==> config.mk <==
export PLATFORM = sky130hd
export DESIGN_NAME = seg7_scan_driver
export DESIGN_NICKNAME = d
export VERILOG_FILES = /design/src/rtl/seg7_scan_driver.sv
export SDC_FILE = /design/constraint.sdc
export NUM_CORES = 1
export LEC_CHECK = 0
export CORE_MARGIN = 2
export CORE_UTILIZATION = 40
export CTS_BUF_LIST = sky130_fd_sc_hd__clkbuf_4
export CTS_CLUSTER_SIZE = 16
export DETAILED_ROUTE_END_ITERATION = 10
export PLACE_DENSITY_LB_ADDON = 0.15
export SYNTH_ARGS = -nofsm -noshare
export SYNTH_HDL_FRONTEND = slang
export SYNTH_SLANG_ARGS = --single-unit
==> constraint.sdc <==
create_clock -name clk -period 2 [get_ports clk]
set_input_delay 0.4 -clock clk [delete_from_list [all_inputs] [get_ports clk]]
set_output_delay 0.4 -clock clk [all_outputs]
set_load 0.05 [all_outputs]
==> src/rtl/seg7_scan_driver.sv <==
// Multiplexed seven-segment scan driver.
// Steps through DIGITS digit slots of DIV clocks each, holding the anodes off
// for the first GUARD clocks of every slot to avoid ghosting. New content is
// double-buffered and only reaches the display at a frame boundary, so a
// frame is never drawn from two different values.
module seg7_scan_driver #(
    parameter int DIGITS     = 8,
    parameter int DIV        = 50000,
    parameter int GUARD      = 16,
    parameter int ACTIVE_LOW = 1
) (
    input  logic                clk,
    input  logic                rst_n,
    input  logic                load,
    input  logic [4*DIGITS-1:0] value,
    input  logic [DIGITS-1:0]   dp,
    input  logic [DIGITS-1:0]   blank,
    input  logic                lz_en,
    output logic [7:0]          seg,
    output logic [DIGITS-1:0]   an,
    output logic                frame_done
);

    localparam int PW = (DIV > 1) ? $clog2(DIV) : 1;
    localparam int IW = (DIGITS > 1) ? $clog2(DIGITS) : 1;
    localparam logic [PW-1:0] PRESC_LAST = PW'(DIV - 1);
    localparam logic [IW-1:0] IDX_LAST   = IW'(DIGITS - 1);
    localparam bit POL_LOW = (ACTIVE_LOW != 0);

    logic [PW-1:0]       presc;
    logic [IW-1:0]       idx;
    logic                pending;
    logic [4*DIGITS-1:0] sh_value,  disp_value;
    logic [DIGITS-1:0]   sh_dp,     disp_dp;
    logic [DIGITS-1:0]   sh_blank,  disp_blank;
    logic                sh_lz,     disp_lz;

    logic                slot_end;
    logic                wrap;
    logic [3:0]          nib;
    logic                upper_nonzero;
    logic                suppress;
    logic                in_guard;
    logic [7:0]          seg_low;
    logic [DIGITS-1:0]   an_low;

    // Active-low segment pattern {dp,g,f,e,d,c,b,a} for one hex nibble, dp off.
    function automatic logic [7:0] decode(input logic [3:0] n);
        case (n)
            4'h0:    return 8'hC0;
            4'h1:    return 8'hF9;
            4'h2:    return 8'hA4;
            4'h3:    return 8'hB0;
            4'h4:    return 8'h99;
            4'h5:    return 8'h92;
            4'h6:    return 8'h82;
            4'h7:    return 8'hF8;
            4'h8:    return 8'h80;
            4'h9:    return 8'h90;
            4'hA:    return 8'h88;
            4'hB:    return 8'h83;
            4'hC:    return 8'hC6;
            4'hD:    return 8'hA1;
            4'hE:    return 8'h86;
            default: return 8'h8E;
        endcase
    endfunction

    assign slot_end = (presc == PRESC_LAST);
    assign wrap     = slot_end && (idx == IDX_LAST);

    // Pattern for the current slot, computed in active-low form.
    always_comb begin
        // NOTE: every always_comb output gets a default first so no path can infer a latch.
        upper_nonzero = 1'b0;
        nib           = disp_value[{idx, 2'b00} +: 4];
        for (int j = 0; j < DIGITS; j++) begin
            if (j >= int'(idx) && disp_value[4*j +: 4] != 4'h0) upper_nonzero = 1'b1;
        end
        // A leading zero is this nibble and everything above it being zero; digit 0 always shows.
        suppress = disp_lz && (idx != '0) && !upper_nonzero;
        in_guard = (int'(presc) < GUARD);
        if (in_guard || disp_blank[idx] || suppress) begin
            seg_low = 8'hFF;
        end else begin
            seg_low = decode(nib) & ~{disp_dp[idx], 7'b0};
        end
        an_low = in_guard ? '1 : ~(DIGITS'(1) << idx);
    end

    // Scan counters plus shadow/display double buffer.
    always_ff @(posedge clk) begin
        // NOTE: sequential state uses non-blocking assignments so every register sees pre-edge values.
        if (!rst_n) begin
            // NOTE: the buffers are reset too, so a stale pending load cannot survive a reset.
            presc      <= '0;
            idx        <= '0;
            pending    <= 1'b0;
            sh_value   <= '0;
            sh_dp      <= '0;
            sh_blank   <= '0;
            sh_lz      <= 1'b0;
            disp_value <= '0;
            disp_dp    <= '0;
            disp_blank <= '0;
            disp_lz    <= 1'b0;
            frame_done <= 1'b0;
        end else begin
            frame_done <= wrap;
            if (slot_end) begin
                presc <= '0;
                idx   <= (idx == IDX_LAST) ? '0 : idx + IW'(1);
            end else begin
                presc <= presc + PW'(1);
            end

            if (wrap) begin
                // A load landing on the boundary bypasses the shadow and wins outright.
                if (load) begin
                    disp_value <= value;
                    disp_dp    <= dp;
                    disp_blank <= blank;
                    disp_lz    <= lz_en;
                end else if (pending) begin
                    disp_value <= sh_value;
                    disp_dp    <= sh_dp;
                    disp_blank <= sh_blank;
                    disp_lz    <= sh_lz;
                end
                pending <= 1'b0;
            end else if (load) begin
                sh_value <= value;
                sh_dp    <= dp;
                sh_blank <= blank;
                sh_lz    <= lz_en;
                pending  <= 1'b1;
            end
        end
    end

    // Registered pin drive with output polarity applied; dark during reset.
    always_ff @(posedge clk) begin
        if (!rst_n) begin
            seg <= POL_LOW ? 8'hFF : 8'h00;
            an  <= POL_LOW ? '1 : '0;
        end else begin
            seg <= POL_LOW ? seg_low : ~seg_low;
            an  <= POL_LOW ? an_low : ~an_low;
        end
    end

endmodule
==> summary.txt <==
Die
  – Die area: 16700 um^2
  – Initial core utilization: 41.0%
  – X dimension of the die: 129 um
  – Y dimension of the die: 129 um
  – Top-level port count: 69
  – CORE AREA: 15300 um^2
  – Number of core rows: 45

Placement
  – Post-placement setup slack: -0.146 ns
  – Final weighted congestion in routability-driven placement: 0.840
  – HPWL after detailed placement: 9.87 mm
  – Count of buffers from port buffering: 68
  – Total placed cells including tap cells: 891

STA
  – Slew margin rel.: 66.4%
  – Final slew viol count: 0
  – Hold Vio Cnt, Final: 0
  – Clock period minus final worst setup slack: 2.04 ns
  – Setup-failing EPs final: 2
  – Tightest Pin Transition: 0.506 ns
  – Post-Route Setup TNS: -0.0497 ns
  – Share of the clock period used by the worst path: 102%
  – Fin Clk Skew: 0.0133 ns
  – Fmax: 491 MHz
  – Worst path setup slack after routing: -0.0352 ns
  – Minimum hold slack: 0.366 ns
  – Unrepaired setup endpoints after global routing: yes

Global route
  – First-pass GRT wire length: 23.2 mm
  – Largest net degree at the start of global routing: 108
  – Number of global-route vias before repair: 4712
  – Total track usage: 17.5%
  – Leftover overflow at the end of global routing: 0
  – Antenna violations before repair: 1

Cells and area
  – Final #Nets: 787
  – Leading cell type in the layout, fill and taps excluded: sky130_fd_sc_hd__dfxtp_1
  – Number of fillers in the final layout: 1385
  – Syn-to-layout area delta: 33.1%
  – Ratio of cells with drive above 1 in the final layout: 24.2%
  – Highest-count cells in the layout ignoring fill and taps: sky130_fd_sc_hd__dfxtp_1, sky130_fd_sc_hd__mux2i_1, sky130_fd_sc_hd__nor2b_1, sky130_fd_sc_hd__o211a_1, sky130_fd_sc_hd__clkdlybuf4s50_1
  – Count of placed standard cells in the final layout, fillers left out: 947

Clock tree
  – Count of clock tree sinks: 135
  – CTS tree: yes
  – Clock insertion delay at the later pin of the skew report: 0.54 ns
  – Level count of the clock H-tree: 4
  – Cts bufs inserted: 17
  – Buffer cell driving the clock tree root: sky130_fd_sc_hd__clkbuf_4
  – Clock-pin slew on the worst setup and hold paths: 0.11 ns
  – Buffer levels on the longest clock path: 2

Power and ir drop
  – Internal power contribution: 4.09 mW
  – Switching power: 1.23 mW
  – Share of power burned in registers: 52.4%
  – Total power divided by cell area: 639 nW/um^2
  – P_leak: 3.89 nW
  – Comb power frac: 8.1%
  – Fraction of power spent switching nets: 23.0%
  – Peak ir drop on the vdd network: 0.391 mV
  – Clock share of power: 39.5%
  – Post-layout total power: 5.32 mW

Drt
  – Routed wire per std cell: 15.4 um
  – Drc violations: 0
  – Number of detailed-routing iterations run before antenna repair: 4
  – Detailed Route WL: 14.6 mm
  – Vias: 4781
  – Number of design-rule violations left by the first detailed-router iteration: 245
  – Vias per inst: 5.05
  – Post-route antenna net violation count: 0

Outcome
  – Outcome: finished with violations
  – Violated checks: setup timing

Critical path
  – Crit path largest cell delay: 0.54 ns
  – Slowest stage cell on the critical path: sky130_fd_sc_hd__mux4_2
  – Critical Path End Type: register
  – Cell Chain, Critical Path: buf_6 -> mux4_2 -> mux2_4 -> mux2_4 -> nand3_2 -> o211ai_1
  – Maximum fanout along the worst path: 6
  – Worst endpoint required time: 2.42 ns
  – Most used cell along the critical path: sky130_fd_sc_hd__mux2_4
  – Signal arrival time at the worst endpoint: 2.45 ns
  – Critical Path Source Type: register
  – Classification of the worst setup path: register to register

Synth
  – Synth Cell Area: 6250 um^2
  – Gate Count Post-Synth: 610
  – Mean cell area of the mapped netlist: 10.3 um^2
  – Number of synthesized flops with an enable pin: 0
  – Share of async-settable or async-resettable flops after synthesis: 0%
  – Count of synthesis-stage warnings from yosys: 0
  – Number of unique standard cell types used by synthesis: 49
  – Dominant synthesized flop cell: sky130_fd_sc_hd__dfxtp_1
  – Sequential-to-total area share from yosys stat: 43.2%
  – Syn nets: 675
  – Synthesis-stage register bit count: 135

Min path
  – Hold Crit Class: input pin to register

Job
  – Count of max-cap constraint violations: 0
## per-layer routing
layer | global-route usage [%] | vias to the layer above | wire length, um
li1 | - | 2389 | -
met4 | 5.50 | 0 | 164
met1 | 22.8 | 2294 | 6950
met5 | 0 | - | 0
met2 | 28.6 | 84 | 6950
met3 | 4.75 | 14 | 545
## metrics by stage
stage / util (%) / area (um^2)
2_1_floorplan: - / 6300
3_5_place_dp: 48.7 / 7440
5_1_grt: 54.5 / 8320
3_3_place_gp: 48.7 / 7440
6_report: 54.5 / 8320
4_1_cts: 51.7 / 7890
## worst max-delay path, delay by kind of cell (launching register included)
kind / cells / cell delay, ns
buf+inv: 1 / 0.13
simple gates: 1 / 0.08
flops: 1 / 0.41
compound gates: 1 / 0.10
mux: 3 / 1.20
## path summary, 6_finish.rpt
path	end	slack [ns]	from	cells after the start
setup / recovery	seg[6]	-0.04	idx[0]	6
hold / removal	idx[2]	0.37	rst_n	3
setup reg to reg	seg[6]	-0.04	idx[0]	6
hold reg to reg	disp_lz	0.51	disp_lz	1
## registers in the layout, indices dropped and copies added (netlist names)
register	flops
sh_blank	8
idx	3
an	8
frame_done	1
disp_dp	8
sh_lz	1
presc	16
disp_blank	8
disp_lz	1
sh_dp	8
pending	1
disp_value	32
seg	8
sh_value	32
## what timing repair did
action | 4_1_cts | 5_1_grt
pin swaps | 4 | 15
endpoints found under the setup margin | 95 | 99
hold buffers | 0 | 0
gates resized for setup | 39 | 64
gates cloned | 1 | 8
setup buffers | 4 | 10
## cell usage after synthesis, types with 4 or more instances
cell type / count / area [um^2]
sky130_fd_sc_hd__mux2i_1: 103 / 1030
sky130_fd_sc_hd__xor2_1: 5 / 43.8
sky130_fd_sc_hd__xnor2_1: 9 / 78.8
sky130_fd_sc_hd__buf_2: 5 / 25.0
sky130_fd_sc_hd__mux4_2: 10 / 225
sky130_fd_sc_hd__nor2_1: 24 / 90.1
sky130_fd_sc_hd__o21ai_0: 4 / 20.0
sky130_fd_sc_hd__dfxtp_1: 135 / 2700
sky130_fd_sc_hd__clkbuf_1: 30 / 113
sky130_fd_sc_hd__inv_1: 11 / 41.3
sky130_fd_sc_hd__nand2_1: 78 / 293
sky130_fd_sc_hd__nor3_1: 7 / 35.0
sky130_fd_sc_hd__ha_1: 13 / 163
sky130_fd_sc_hd__nand3_1: 11 / 55.1
sky130_fd_sc_hd__buf_6: 4 / 45.0
sky130_fd_sc_hd__nor2b_1: 52 / 325
sky130_fd_sc_hd__o211a_1: 50 / 500
sky130_fd_sc_hd__nor4_1: 10 / 62.6
## power by group through the flow
stage / Sequential [mW] / Clock (mW) / Combinational (mW)
after floorplan: 2.84 / 0 / 0.246
after global placement: 2.84 / 0 / 0.414
after detailed placement: 2.85 / 0 / 0.422
after CTS: 2.78 / 2.16 / 0.424
after global routing: 2.79 / 2.27 / 0.473
final: 2.79 / 2.10 / 0.433
## area by class of cell
class                      instances  area, um^2  area share [%]
tap                              211         264            3.17
clock buffer                      17         128            1.53
inverter                          11        51.3           0.616
clock inverter                    15         209            2.51
sequential                       135        2710            32.6
multi-input combinational        423        3570            42.9
antenna                            1        2.50          0.0301
timing repair buffer             134        1390            16.7
## kinds of logic (layout without fill, tap and decap cells)
family	after synthesis	in the layout	synth area share, %
xor+xnor	14	14	1.96
flops	135	135	43.2
buf+inv	53	177	3.94
other cells	0	1	0
mux	116	117	20.6
simple gates	201	201	16.2
compound gates	78	78	11.4
fa+ha+maj	13	13	2.60
No activity file was read; power rests on OpenSTA's default activity.
